`src/rtl/pixel_writer.sv`:
```
// pixel_writer
//   Buffers shaded pixels in a small FIFO and writes each one to the OCRAM
//   framebuffer through the write-only Avalon-MM master m1. A flush/done
//   handshake reports when every pixel accepted so far has landed in memory.
//
// Ports
//   clock, reset_n        sole clock (rising edge), async active-low reset
//   pix_valid/pix_ready   pixel handshake; pix_row/pix_col/pix_color payload
//   flush / done          drain request, one-cycle completion pulse
//   clear_err / oob_error clear / sticky flag for dropped out-of-range pixels
//   written_count         completed m1 transfers, wraps mod 2^16
//   m1_address, m1_writedata, m1_write, m1_waitrequest   Avalon-MM master
module pixel_writer #(
  parameter int unsigned DEPTH        = 8,
  parameter logic [31:0] FB_BASE      = 32'h0800_0000,
  parameter int unsigned H_RESOLUTION = 320,
  parameter int unsigned V_RESOLUTION = 240
) (
  input  logic        clock,
  input  logic        reset_n,
  input  logic        pix_valid,
  output logic        pix_ready,
  input  logic [7:0]  pix_row,
  input  logic [8:0]  pix_col,
  input  logic [15:0] pix_color,
  input  logic        flush,
  output logic        done,
  input  logic        clear_err,
  output logic        oob_error,
  output logic [15:0] written_count,
  output logic [31:0] m1_address,
  output logic [15:0] m1_writedata,
  output logic        m1_write,
  input  logic        m1_waitrequest
);

  localparam int unsigned AW         = $clog2(DEPTH);
  localparam logic [AW:0] FULL_COUNT = (AW + 1)'(DEPTH);

  typedef struct packed {
    logic [31:0] addr;
    logic [15:0] color;
  } entry_t;

  typedef enum logic {
    S_IDLE,
    S_PENDING
  } state_t;

  entry_t      fifo_mem_q [DEPTH];
  logic [AW:0] wr_ptr_q, wr_ptr_d;
  logic [AW:0] rd_ptr_q, rd_ptr_d;
  logic [AW:0] fifo_count, count_next;
  logic        ready_q, ready_d;
  logic        busy_q, busy_d;
  entry_t      out_q, out_d;
  logic [15:0] wcnt_q, wcnt_d;
  logic        oob_q, oob_d;
  logic        done_q, done_d;
  state_t      state_q, state_d;

  entry_t      new_entry;
  logic        in_range, accept, push, drop, complete, pop, drained;

  always_comb begin
    // Acceptance stage: address formation and range check
    new_entry.addr  = FB_BASE + {14'd0, pix_row, pix_col, 1'b0};
    new_entry.color = pix_color;
    in_range = ({23'd0, pix_col} < H_RESOLUTION) && ({24'd0, pix_row} < V_RESOLUTION);
    accept   = pix_valid && ready_q;
    push     = accept && in_range;
    drop     = accept && !in_range;

    // FIFO / output stage boundary: the head moves into the transfer
    // register whenever that register is free or is being freed this edge.
    fifo_count = wr_ptr_q - rd_ptr_q;
    complete   = busy_q && !m1_waitrequest;
    pop        = (fifo_count != '0) && (!busy_q || complete);
    wr_ptr_d   = wr_ptr_q + {{AW{1'b0}}, push};
    rd_ptr_d   = rd_ptr_q + {{AW{1'b0}}, pop};
    count_next = wr_ptr_d - rd_ptr_d;
    // Ready is registered from the next count, so a full FIFO stays closed
    // even on an edge where the head pops.
    ready_d    = (count_next != FULL_COUNT);
    busy_d     = pop || (busy_q && !complete);
    out_d      = pop ? fifo_mem_q[rd_ptr_q[AW-1:0]] : out_q;
    wcnt_d     = wcnt_q + {15'd0, complete};

    if (drop) begin
      oob_d = 1'b1;
    end else if (clear_err) begin
      oob_d = 1'b0;
    end else begin
      oob_d = oob_q;
    end

    // Flush tracking: judged on post-edge occupancy so done lands in the
    // cycle right after the final completion.
    drained = (count_next == '0) && !busy_d;
    state_d = state_q;
    done_d  = 1'b0;
    case (state_q)
      S_IDLE: begin
        if (flush) begin
          if (drained) begin
            done_d = 1'b1;
          end else begin
            state_d = S_PENDING;
          end
        end
      end
      S_PENDING: begin
        if (drained) begin
          done_d  = 1'b1;
          state_d = S_IDLE;
        end
      end
      default: state_d = S_IDLE;
    endcase
  end

  // Storage is not reset; the pointers alone define valid contents.
  always_ff @(posedge clock) begin
    if (push) begin
      fifo_mem_q[wr_ptr_q[AW-1:0]] <= new_entry;
    end
  end

  always_ff @(posedge clock or negedge reset_n) begin
    if (!reset_n) begin
      wr_ptr_q <= '0;
      rd_ptr_q <= '0;
      ready_q  <= 1'b0;
      busy_q   <= 1'b0;
      out_q    <= '0;
      wcnt_q   <= '0;
      oob_q    <= 1'b0;
      done_q   <= 1'b0;
      state_q  <= S_IDLE;
    end else begin
      wr_ptr_q <= wr_ptr_d;
      rd_ptr_q <= rd_ptr_d;
      ready_q  <= ready_d;
      busy_q   <= busy_d;
      out_q    <= out_d;
      wcnt_q   <= wcnt_d;
      oob_q    <= oob_d;
      done_q   <= done_d;
      state_q  <= state_d;
    end
  end

  assign pix_ready     = ready_q;
  assign done          = done_q;
  assign oob_error     = oob_q;
  assign written_count = wcnt_q;
  assign m1_address    = out_q.addr;
  assign m1_writedata  = out_q.color;
  assign m1_write      = busy_q;

endmodule

```
`config.mk`:
```
export PLATFORM = sky130hd
export DESIGN_NAME = pixel_writer
export DESIGN_NICKNAME = d
export VERILOG_FILES = /design/src/rtl/pixel_writer.sv
export SDC_FILE = /design/constraint.sdc
export NUM_CORES = 1
export LEC_CHECK = 0
export BUFFER_PORTS_ARGS = -buffer_cell sky130_fd_sc_hd__buf_2
export CAP_MARGIN = 30
export CORE_MARGIN = 2
export CORE_UTILIZATION = 35
export CTS_BUF_LIST = sky130_fd_sc_hd__clkbuf_4
export DETAILED_ROUTE_END_ITERATION = 8
export PLACE_DENSITY = 0.51
export SYNTH_ARGS = -nofsm -noshare
export SYNTH_HDL_FRONTEND = slang
export SYNTH_SLANG_ARGS = --single-unit
```
`constraint.sdc`:
```
create_clock -name clock -period 4 [get_ports clock]
set_clock_uncertainty 0.05 [all_clocks]
set_input_delay 0.8 -clock clock [delete_from_list [all_inputs] [get_ports clock]]
set_output_delay 0.8 -clock clock [all_outputs]
set_load 0.02 [all_outputs]
```
==> impl_results.html, run 1 <==
<table>
<tr><th>Metric</th><th>Value</th></tr>
<tr><th colspan="2">Floorplanning</th></tr>
<tr><td>IO Count</td><td>107</td></tr>
<tr><td>Height of the chip</td><td>roughly 200 um</td></tr>
<tr><td>Die W</td><td>195 um</td></tr>
<tr><td>Initial cell density of the core</td><td>0.353</td></tr>
<tr><td>Die outline area</td><td>0.0382 mm^2</td></tr>
<tr><td>Number of rows in the core area</td><td>70</td></tr>
<tr><td>Area of the core</td><td>around 0.036 mm^2</td></tr>
<tr><th colspan="2">Timing</th></tr>
<tr><td>Peak Freq</td><td>0.283 GHz</td></tr>
<tr><td>Slew @ Worst Pin</td><td>0.750 ns</td></tr>
<tr><td>Final hold vios</td><td>0</td></tr>
<tr><td>Period Utilization, post-route</td><td>0.885</td></tr>
<tr><td>Worst slew margin</td><td>0.500</td></tr>
<tr><td>Total Negative Setup Slacks</td><td>0 ns</td></tr>
<tr><td>Number of failing setup endpoints in the final timing report</td><td>0</td></tr>
<tr><td>Slew Limit Fails</td><td>0</td></tr>
<tr><td>Crit path setup slack, layout</td><td>0.460 ns</td></tr>
<tr><td>Crit path time final</td><td>~3.5 ns</td></tr>
<tr><td>Unrepaired setup endpoints after global routing</td><td>no</td></tr>
<tr><th colspan="2">Critical path</th></tr>
<tr><td>Highest net fanout along the worst path</td><td>8</td></tr>
<tr><td>Data arrival at the endpoint of the critical path</td><td>4.09 ns</td></tr>
<tr><td>Worst setup EP type</td><td>flop</td></tr>
<tr><td>Cell count of the worst reg-to-reg path</td><td>15</td></tr>
<tr><td>Category of the worst setup path launch point</td><td>flop</td></tr>
<tr><td>Required time worst endpoint</td><td>4.55 ns</td></tr>
<tr><td>Reg-to-reg endpoint</td><td>state_q</td></tr>
<tr><td>Classification of the worst setup path</td><td>flop to flop</td></tr>
<tr><td>Worst reg2reg path startpoint</td><td>wr_ptr_q[1]</td></tr>
<tr><td>End point of the critical path</td><td>state_q</td></tr>
<tr><td>Startpoint of the worst setup timing path</td><td>wr_ptr_q[1]</td></tr>
<tr><td>R2R Setup Slk</td><td>0.46 ns</td></tr>
<tr><th colspan="2">Global routing</th></tr>
<tr><td>Antenna violations before repair</td><td>5</td></tr>
<tr><td>Pin count of the biggest net entering global routing</td><td>64</td></tr>
<tr><td>Global Route met2 Usage</td><td>0.237</td></tr>
<tr><td>Via count of the first global-routing pass</td><td>7163</td></tr>
<tr><td>Global-route track usage on met1</td><td>0.197</td></tr>
<tr><td>Busiest metal layer after global routing</td><td>met2</td></tr>
<tr><td>Met3 Usage GRT</td><td>0.0440</td></tr>
<tr><td>GRT Total Usage</td><td>0.149</td></tr>
<tr><td>Wire length of the first global-routing pass</td><td>42300 um</td></tr>
<tr><td>Grt ovf</td><td>0</td></tr>
<tr><th colspan="2">Placed design</th></tr>
<tr><td># placed instances</td><td>~1200</td></tr>
<tr><td>Worst slack at placement</td><td>0.484 ns</td></tr>
<tr><td>GP Congestion</td><td>around 0.77</td></tr>
<tr><td>Post-place instance area</td><td>roughly 0.014 mm^2</td></tr>
<tr><td>DPL Wire Length</td><td>15100 um</td></tr>
<tr><td>Count of input and output buffers</td><td>92</td></tr>
<tr><th colspan="2">Routing</th></tr>
<tr><td>Via Count</td><td>6548</td></tr>
<tr><td>Final ANT Viol Nets</td><td>0</td></tr>
<tr><td>Violation count after the first detailed-routing iteration</td><td>300</td></tr>
<tr><td>Routed WL</td><td>27500 um</td></tr>
<tr><td>Mean routed wirelength per cell</td><td>19.8 um</td></tr>
<tr><td># DRC</td><td>0</td></tr>
<tr><td>Vias per cell</td><td>roughly 4.7</td></tr>
<tr><td>Detailed-routing iteration count for the pre-antenna-repair pass</td><td>4</td></tr>
<tr><th colspan="2">Logic synthesis</th></tr>
<tr><td>Mapped cell area</td><td>0.0128 mm^2</td></tr>
<tr><td>Instance count of the mapped netlist</td><td>672</td></tr>
<tr><td>Number of flops mapped to enable cells by yosys</td><td>around 260</td></tr>
<tr><td>Most frequent cell after synthesis</td><td>sky130_fd_sc_hd__edfxtp_1</td></tr>
<tr><td>Sequential fraction of the synthesis area</td><td>0.741</td></tr>
<tr><td>Cell type with the largest total area after synthesis</td><td>sky130_fd_sc_hd__edfxtp_1</td></tr>
<tr><td>FFs w/ async S/R, synth</td><td>0.193</td></tr>
<tr><td>Warnings from Yosys</td><td>0</td></tr>
<tr><td>Largest cells by area after synthesis</td><td>sky130_fd_sc_hd__edfxtp_1 (62%), sky130_fd_sc_hd__dfrtp_1 (12%), sky130_fd_sc_hd__mux4_2 (12%)</td></tr>
<tr><td>Top_reg_cell synth</td><td>sky130_fd_sc_hd__edfxtp_1</td></tr>
<tr><td>Proportion of netlist area held by the largest area contributor</td><td>0.618</td></tr>
<tr><td>Synthesis-stage register bit count</td><td>327</td></tr>
<tr><td>Unique masters post-synth</td><td>36</td></tr>
<tr><td>Synthesized area per cell</td><td>approximately 19 um^2</td></tr>
<tr><td>Post-synth top cells</td><td>sky130_fd_sc_hd__edfxtp_1 (264), sky130_fd_sc_hd__nand2_1 (111), sky130_fd_sc_hd__mux4_2 (66)</td></tr>
<tr><th colspan="2">Power</th></tr>
<tr><td>Switching power</td><td>3.51 mW</td></tr>
<tr><td>Peak supply drop</td><td>0.419 mV</td></tr>
<tr><td>Fraction of power consumed by the clock network</td><td>0.268</td></tr>
<tr><td>Switching share of power</td><td>0.322</td></tr>
<tr><td>Leakage power</td><td>~5.6 nW</td></tr>
<tr><td>Combinational cell fraction of total power</td><td>0.327</td></tr>
<tr><td>Sequential group share of total power</td><td>0.405</td></tr>
<tr><td>Power density relative to cell area</td><td>722 mW/mm^2</td></tr>
<tr><td>Power Internal</td><td>7.40 mW</td></tr>
<tr><th colspan="2">Hold path</th></tr>
<tr><td>Class of the most critical hold timing path</td><td>input port to flop</td></tr>
<tr><td>Worst hold path depth</td><td>2</td></tr>
<tr><th colspan="2">Layout</th></tr>
<tr><td>Final standard cell utilization of the core</td><td>0.416</td></tr>
<tr><td>Number of nets in the final layout</td><td>896</td></tr>
<tr><td>Layout Cells excl Fill</td><td>1388</td></tr>
<tr><td>Number of filler cells placed in the layout</td><td>about 3200</td></tr>
<tr><td>Area added between synthesis and finish</td><td>17.8%</td></tr>
<tr><td>Post-route design area</td><td>0.0151 mm^2</td></tr>
<tr><td>Share of final-layout standard cells stronger than drive strength 1</td><td>0.393</td></tr>
<tr><th colspan="2">Clocking</th></tr>
<tr><td># resized after CTS</td><td>0</td></tr>
<tr><td>Maximum number of buffers from clock root to sink</td><td>3</td></tr>
<tr><td>Source-to-sink clock delay at the later pin of the worst-skew pair</td><td>about 0.7 ns</td></tr>
<tr><td>Root Buffer Master</td><td>sky130_fd_sc_hd__clkbuf_4</td></tr>
<tr><td>Number of sinks handled by clock tree synthesis</td><td>approximately 330</td></tr>
<tr><td>TritonCTS clock tree</td><td>done</td></tr>
<tr><td>Clock transition at path regs</td><td>~0.060 ns</td></tr>
<tr><td>Total number of H-tree levels</td><td>3</td></tr>
<tr><td>Number of buffers created by CTS</td><td>a little under 90</td></tr>
<tr><th colspan="2">Outcome</th></tr>
<tr><td>Status</td><td>finished clean</td></tr>
<tr><th colspan="2">Run</th></tr>
<tr><td>Max-cap check violation count</td><td>0</td></tr>
</table>
[registers in the layout, indices dropped and copies added, names as in the netlist]
register	cells
written_count	16
state_q	1
oob_error	1
m1_address	18
wr_ptr_q	4
pix_ready	1
rd_ptr_q	4
done	1
m1_write	1
fifo_mem_q	264
m1_writedata	16
[cell families (layout without fill, tap and decap cells)]
family / count (synthesis) / in the layout / share of synthesized area
flops: 327 / 327 / 0.741
simple gates: 152 / 152 / 0.0500
compound gates: 9 / 9 / 0.00527
xor+xnor: 22 / 22 / 0.0161
buf+inv: 50 / 282 / 0.0256
other cells: 1 / 17 / 0.000292
fa+ha+maj: 12 / 12 / 0.0117
mux: 99 / 99 / 0.150
[layer usage]
metal,vias to the layer above,share of wire
met5,-,0.0016
met4,6,0.014
met3,45,0.052
met2,172,0.47
met1,3352,0.46
li1,2973,-
[placed cells by master, fill, tap and decap left out, types with 2 or more instances in the layout]
cell,synthesis,routed
sky130_fd_sc_hd__nand4_1,3,3
sky130_fd_sc_hd__and3_1,3,3
sky130_fd_sc_hd__buf_12,3,6
sky130_fd_sc_hd__nor3_4,0,2
sky130_fd_sc_hd__buf_16,0,2
sky130_fd_sc_hd__dfrtp_1,63,60
sky130_fd_sc_hd__nor2_1,9,3
sky130_fd_sc_hd__nor2_4,0,6
sky130_fd_sc_hd__nand2_1,111,111
sky130_fd_sc_hd__mux4_2,66,66
sky130_fd_sc_hd__mux2_4,18,18
sky130_fd_sc_hd__o21ai_0,2,2
sky130_fd_sc_hd__clkbuf_4,0,125
sky130_fd_sc_hd__clkinv_2,0,4
sky130_fd_sc_hd__mux2_2,15,15
sky130_fd_sc_hd__dfrtp_4,0,2
sky130_fd_sc_hd__inv_1,9,9
sky130_fd_sc_hd__inv_2,0,4
sky130_fd_sc_hd__xor2_1,5,5
sky130_fd_sc_hd__and4_1,2,2
sky130_fd_sc_hd__diode_2,0,3
sky130_fd_sc_hd__buf_4,18,10
sky130_fd_sc_hd__a21o_1,3,2
sky130_fd_sc_hd__buf_2,7,91
sky130_fd_sc_hd__xnor2_1,16,16
sky130_fd_sc_hd__clkinv_1,1,27
sky130_fd_sc_hd__bufinv_16,0,2
sky130_fd_sc_hd__nand3_1,12,12
sky130_fd_sc_hd__nand2b_1,5,5
sky130_fd_sc_hd__edfxtp_1,264,264
sky130_fd_sc_hd__ha_1,12,12
sky130_fd_sc_hd__conb_1,1,14
[power groups by stage]
stage	sequential [mW]	clock, mW	combinational [mW]
global placement	4.47	0	3.57
global route	4.48	3.23	3.94
detailed placement	4.50	0	3.63
floorplan	4.71	0	2.42
CTS	4.43	3.04	3.65
finish	4.42	2.92	3.57
[through the flow]
step / hold slack [ns] / total power, mW
4_1_cts: 0.170 / 11.1
3_5_place_dp: 0.410 / 8.13
6_report: 0.248 / 10.9
3_3_place_gp: 0.397 / 8.04
2_1_floorplan: 0.435 / 7.13
5_1_grt: 0.164 / 11.6
[worst min-delay path by stage]
stage / startpoint / endpoint
finish: clear_err / oob_error
global route: clear_err / oob_error
CTS: clear_err / oob_error
detailed placement: m1_address[27] / m1_address[27]
global placement: m1_address[27] / m1_address[27]
floorplan: rd_ptr_q[3] / rd_ptr_q[3]
[timing repair]
action                    in CTS  in global routing
hold buffers                   0                  1
setup buffers                  0                  0
hold endpoints to repair       0                  8
[final cells by class]
| type | instances | area, um^2 | area share |
|---|---|---|---|
| antenna | 3 | 7.51 | 0.000497 |
| sequential | 327 | 9510 | 0.629 |
| timing repair buffer | 110 | 716 | 0.0474 |
| clock buffer | 125 | 938 | 0.0621 |
| tap | 468 | 586 | 0.0387 |
| clock inverter | 37 | 201 | 0.0133 |
| inverter | 10 | 37.5 | 0.00248 |
| multi-input combinational | 308 | 3110 | 0.206 |
[critical path: stages, from the launching register on]
cell                       delay, ns
sky130_fd_sc_hd__dfrtp_1        0.56
sky130_fd_sc_hd__ha_1           0.31
sky130_fd_sc_hd__nor2b_2        0.16
sky130_fd_sc_hd__o21ai_2        0.13
sky130_fd_sc_hd__nand3_1        0.10
sky130_fd_sc_hd__a211oi_2       0.30
sky130_fd_sc_hd__a21o_2         0.15
sky130_fd_sc_hd__inv_1          0.04
sky130_fd_sc_hd__ha_1           0.19
sky130_fd_sc_hd__ha_1           0.30
sky130_fd_sc_hd__inv_1          0.05
sky130_fd_sc_hd__ha_1           0.29
sky130_fd_sc_hd__a21o_1         0.16
sky130_fd_sc_hd__a21oi_1        0.15
sky130_fd_sc_hd__xnor3_1        0.27
sky130_fd_sc_hd__a41oi_1        0.22
(Power assumes the default switching activity.)
==> run 2: changes to the inputs <==
- PLACE_DENSITY: 0.51 -> 0.49
- clock period: 4 -> 3.3 ns (I/O delays scaled with it)
==> run 2 against run 1 <==
Compared with the run above: final cell count is 0.79% lower; routed wire length is 2.7% higher; count of clock-buffer cells in the layout is 1 lower; non-clock buffer count is 7 higher; maximum frequency is 12% higher; register-to-register slack got worse by 0.31 ns; final area rose by 0.38%; clock power up 15%; critical endpoint is now done; highest routed layer unchanged.
==> impl_results.html, run 2 (synthesis gave the netlist of run 1 again) <==
<table>
<tr><th>Metric</th><th>Value</th></tr>
<tr><th colspan="2">Layout</th></tr>
<tr><td>Number of nets in the final layout</td><td>~900</td></tr>
<tr><td>Share of final-layout standard cells stronger than drive strength 1</td><td>0.411</td></tr>
<tr><td>Area added between synthesis and finish</td><td>18.3%</td></tr>
<tr><td>Layout Cells excl Fill</td><td>1377</td></tr>
<tr><td>Post-route design area</td><td>roughly 0.015 mm^2</td></tr>
<tr><td>Number of flip-flops under the largest register name</td><td>264</td></tr>
<tr><td>Most common library cell in the layout ignoring fill and taps</td><td>sky130_fd_sc_hd__edfxtp_1</td></tr>
<tr><td>Commonest non-fill, non-tap cells in the layout</td><td>sky130_fd_sc_hd__edfxtp_1 (264), sky130_fd_sc_hd__clkbuf_4 (124), sky130_fd_sc_hd__nand2_1 (111)</td></tr>
<tr><th colspan="2">Power</th></tr>
<tr><td>Design Power</td><td>13.3 mW</td></tr>
<tr><td>Leakage power</td><td>5.65 nW</td></tr>
<tr><td>Power density relative to cell area</td><td>876 mW/mm^2</td></tr>
<tr><td>Peak supply drop</td><td>around 0.5 mV</td></tr>
<tr><th colspan="2">Floorplanning</th></tr>
<tr><td>Die W</td><td>~200 um</td></tr>
<tr><td>Height of the chip</td><td>195 um</td></tr>
<tr><td>Number of rows in the core area</td><td>70</td></tr>
<tr><td>Area of the core</td><td>0.0363 mm^2</td></tr>
<tr><td>Initial cell density of the core</td><td>0.353</td></tr>
<tr><td>Die outline area</td><td>0.0382 mm^2</td></tr>
<tr><td>IO Count</td><td>107</td></tr>
<tr><th colspan="2">Critical path</th></tr>
<tr><td>Crit path top cell by count</td><td>sky130_fd_sc_hd__ha_4</td></tr>
<tr><td>Highest net fanout along the worst path</td><td>3</td></tr>
<tr><td>CP peak stage delay</td><td>slightly below 0.5 ns</td></tr>
<tr><td>Category of the worst setup path launch point</td><td>flop</td></tr>
<tr><td>Data arrival at the endpoint of the critical path</td><td>3.69 ns</td></tr>
<tr><td>Classification of the worst setup path</td><td>flop to flop</td></tr>
<tr><td>Slowest stage cell, crit path</td><td>sky130_fd_sc_hd__dfrtp_4</td></tr>
<tr><td>Sequence of cells on the critical path</td><td>inv_4 -&gt; ha_4 -&gt; nor2b_4 -&gt; o21ai_2 -&gt; nand3_1 -&gt; a211oi_2 -&gt; a21o_2 -&gt; inv_4 -&gt; ha_4 -&gt; ha_4 -&gt; xnor2_2 -&gt; ha_1 -&gt; xnor2_1 -&gt; and3_1 -&gt; nand2_1 -&gt; nor3_2</td></tr>
<tr><td>Required time worst endpoint</td><td>3.85 ns</td></tr>
<tr><td>R2R Setup Slk</td><td>roughly 0.15 ns</td></tr>
<tr><td>Worst setup EP type</td><td>flop</td></tr>
<tr><th colspan="2">Routing</th></tr>
<tr><td>Via Count</td><td>~6500</td></tr>
<tr><td>Vias per cell</td><td>4.75</td></tr>
<tr><td># DRC</td><td>0</td></tr>
<tr><td>Final ANT Viol Nets</td><td>0</td></tr>
<tr><td>Routed WL</td><td>28300 um</td></tr>
<tr><td>Violation count after the first detailed-routing iteration</td><td>394</td></tr>
<tr><td>Mean routed wirelength per cell</td><td>20.5 um</td></tr>
<tr><td>Detailed-routing iteration count for the pre-antenna-repair pass</td><td>4</td></tr>
<tr><th colspan="2">Timing</th></tr>
<tr><td>Slew @ Worst Pin</td><td>between 0.7 and 0.8 ns</td></tr>
<tr><td>Number of failing setup endpoints in the final timing report</td><td>0</td></tr>
<tr><td>Unrepaired setup endpoints after global routing</td><td>yes</td></tr>
<tr><td>Total Negative Setup Slacks</td><td>0 ns</td></tr>
<tr><td>Final hold vios</td><td>0</td></tr>
<tr><td>Period Utilization, post-route</td><td>0.954</td></tr>
<tr><td>Worst slew margin</td><td>0.514</td></tr>
<tr><td>Crit path time final</td><td>3.15 ns</td></tr>
<tr><td>Hold_ws</td><td>0.116 ns</td></tr>
<tr><td>Slew Limit Fails</td><td>0</td></tr>
<tr><td>Peak Freq</td><td>0.318 GHz</td></tr>
<tr><th colspan="2">Run</th></tr>
<tr><td>Max-cap check violation count</td><td>0</td></tr>
<tr><th colspan="2">Clocking</th></tr>
<tr><td>Root Buffer Master</td><td>sky130_fd_sc_hd__clkbuf_4</td></tr>
<tr><td>Number of buffers created by CTS</td><td>86</td></tr>
<tr><td>Maximum number of buffers from clock root to sink</td><td>3</td></tr>
<tr><td>TritonCTS clock tree</td><td>done</td></tr>
<tr><td>Source-to-sink clock delay at the later pin of the worst-skew pair</td><td>0.68 ns</td></tr>
<tr><td>Clock transition at path regs</td><td>around 0.070 ns</td></tr>
<tr><td>Total number of H-tree levels</td><td>3</td></tr>
<tr><td>Number of sinks handled by clock tree synthesis</td><td>327</td></tr>
<tr><th colspan="2">Global routing</th></tr>
<tr><td>Antenna violations before repair</td><td>3</td></tr>
<tr><td>Via count of the first global-routing pass</td><td>7205</td></tr>
<tr><td>Pin count of the biggest net entering global routing</td><td>39</td></tr>
<tr><td>GRT Total Usage</td><td>0.152</td></tr>
<tr><td>Wire length of the first global-routing pass</td><td>42600 um</td></tr>
<tr><td>Grt ovf</td><td>0</td></tr>
<tr><th colspan="2">Placed design</th></tr>
<tr><td>DPL Wire Length</td><td>roughly 16000 um</td></tr>
<tr><td>Post-place instance area</td><td>0.0141 mm^2</td></tr>
<tr><td># placed instances</td><td>1227</td></tr>
<tr><td>GP Congestion</td><td>approximately 0.75</td></tr>
<tr><td>Count of input and output buffers</td><td>92</td></tr>
<tr><th colspan="2">Outcome</th></tr>
<tr><td>Status</td><td>finished clean</td></tr>
<tr><th colspan="2">Hold path</th></tr>
<tr><td>Class of the most critical hold timing path</td><td>input port to flop</td></tr>
</table>
-- run 2: changes by cell type in the layout (fill, tap and decap cells not counted), sizes merged --
| cell | change |
|---|---|
| clkinv | -15 |
| buf | +7 |
| bufinv | -1 |
| clkbuf | -1 |
| diode | -1 |
-- run 2: metal layers --
| metal | wire length (um) | up-vias | part of all wire | GRT usage |
|---|---|---|---|---|
| met2 | 14100 | 196 | 0.50 | 0.259 |
| met1 | 12000 | 3325 | 0.42 | 0.188 |
| met5 | 13 | - | 0.00046 | 0 |
| met4 | 598 | 2 | 0.021 | 0.0599 |
| met3 | 1540 | 55 | 0.054 | 0.0364 |
| li1 | - | 2959 | - | - |
-- run 2: final timing paths --
path,to,startpoint,cells past startpoint
min in group asynchronous,m1_address[27],reset_n,2
worst min-delay path,oob_error,clear_err,2
worst max register to register,done,rd_ptr_q[1],16
worst max-delay path,done,rd_ptr_q[1],16
worst min register to register,written_count[15],written_count[15],1
max in group asynchronous,written_count[10],reset_n,3
-- run 2: what timing repair did --
item | CTS | global route
gates resized for setup | 0 | 3
endpoints found under the setup margin | 0 | 3
endpoints found under the hold margin | 34 | 0
setup buffers | 0 | 2
hold buffers | 1 | 0
-- run 2: power by group --
part	switching, mW	total (mW)	leakage, nW	internal, mW
sequential	0.263	5.35	3.15	5.09
combinational	2.46	4.59	1.87	2.12
clock	1.57	3.36	0.631	1.79
-- run 2: layout make-up --
class	count	area (um^2)
clock inverter	21	108
timing repair buffer	117	793
fill	3281	21200
sequential	327	9510
antenna	2	5.00
clock buffer	124	931
multi-input combinational	308	3190
tap	468	586
inverter	10	42.5
-- run 2: metrics by stage --
| step | setup slack, ns | util |
|---|---|---|
| 5_1_grt | -0.00971 | 0.417 |
| 6_report | 0.153 | 0.417 |
| 4_1_cts | 0.0689 | 0.416 |
| 2_1_floorplan | -0.289 | - |
| 3_5_place_dp | 0.0927 | 0.387 |
| 3_3_place_gp | 0.188 | 0.386 |
-- run 2: worst max-delay path, delay by kind of cell, from the launching register on --
| family | cells | cell delay (ns) |
|---|---|---|
| compound gates | 3 | 0.56 |
| xor+xnor | 2 | 0.29 |
| fa+ha+maj | 4 | 0.84 |
| buf+inv | 2 | 0.10 |
| flops | 1 | 0.49 |
| simple gates | 5 | 0.72 |
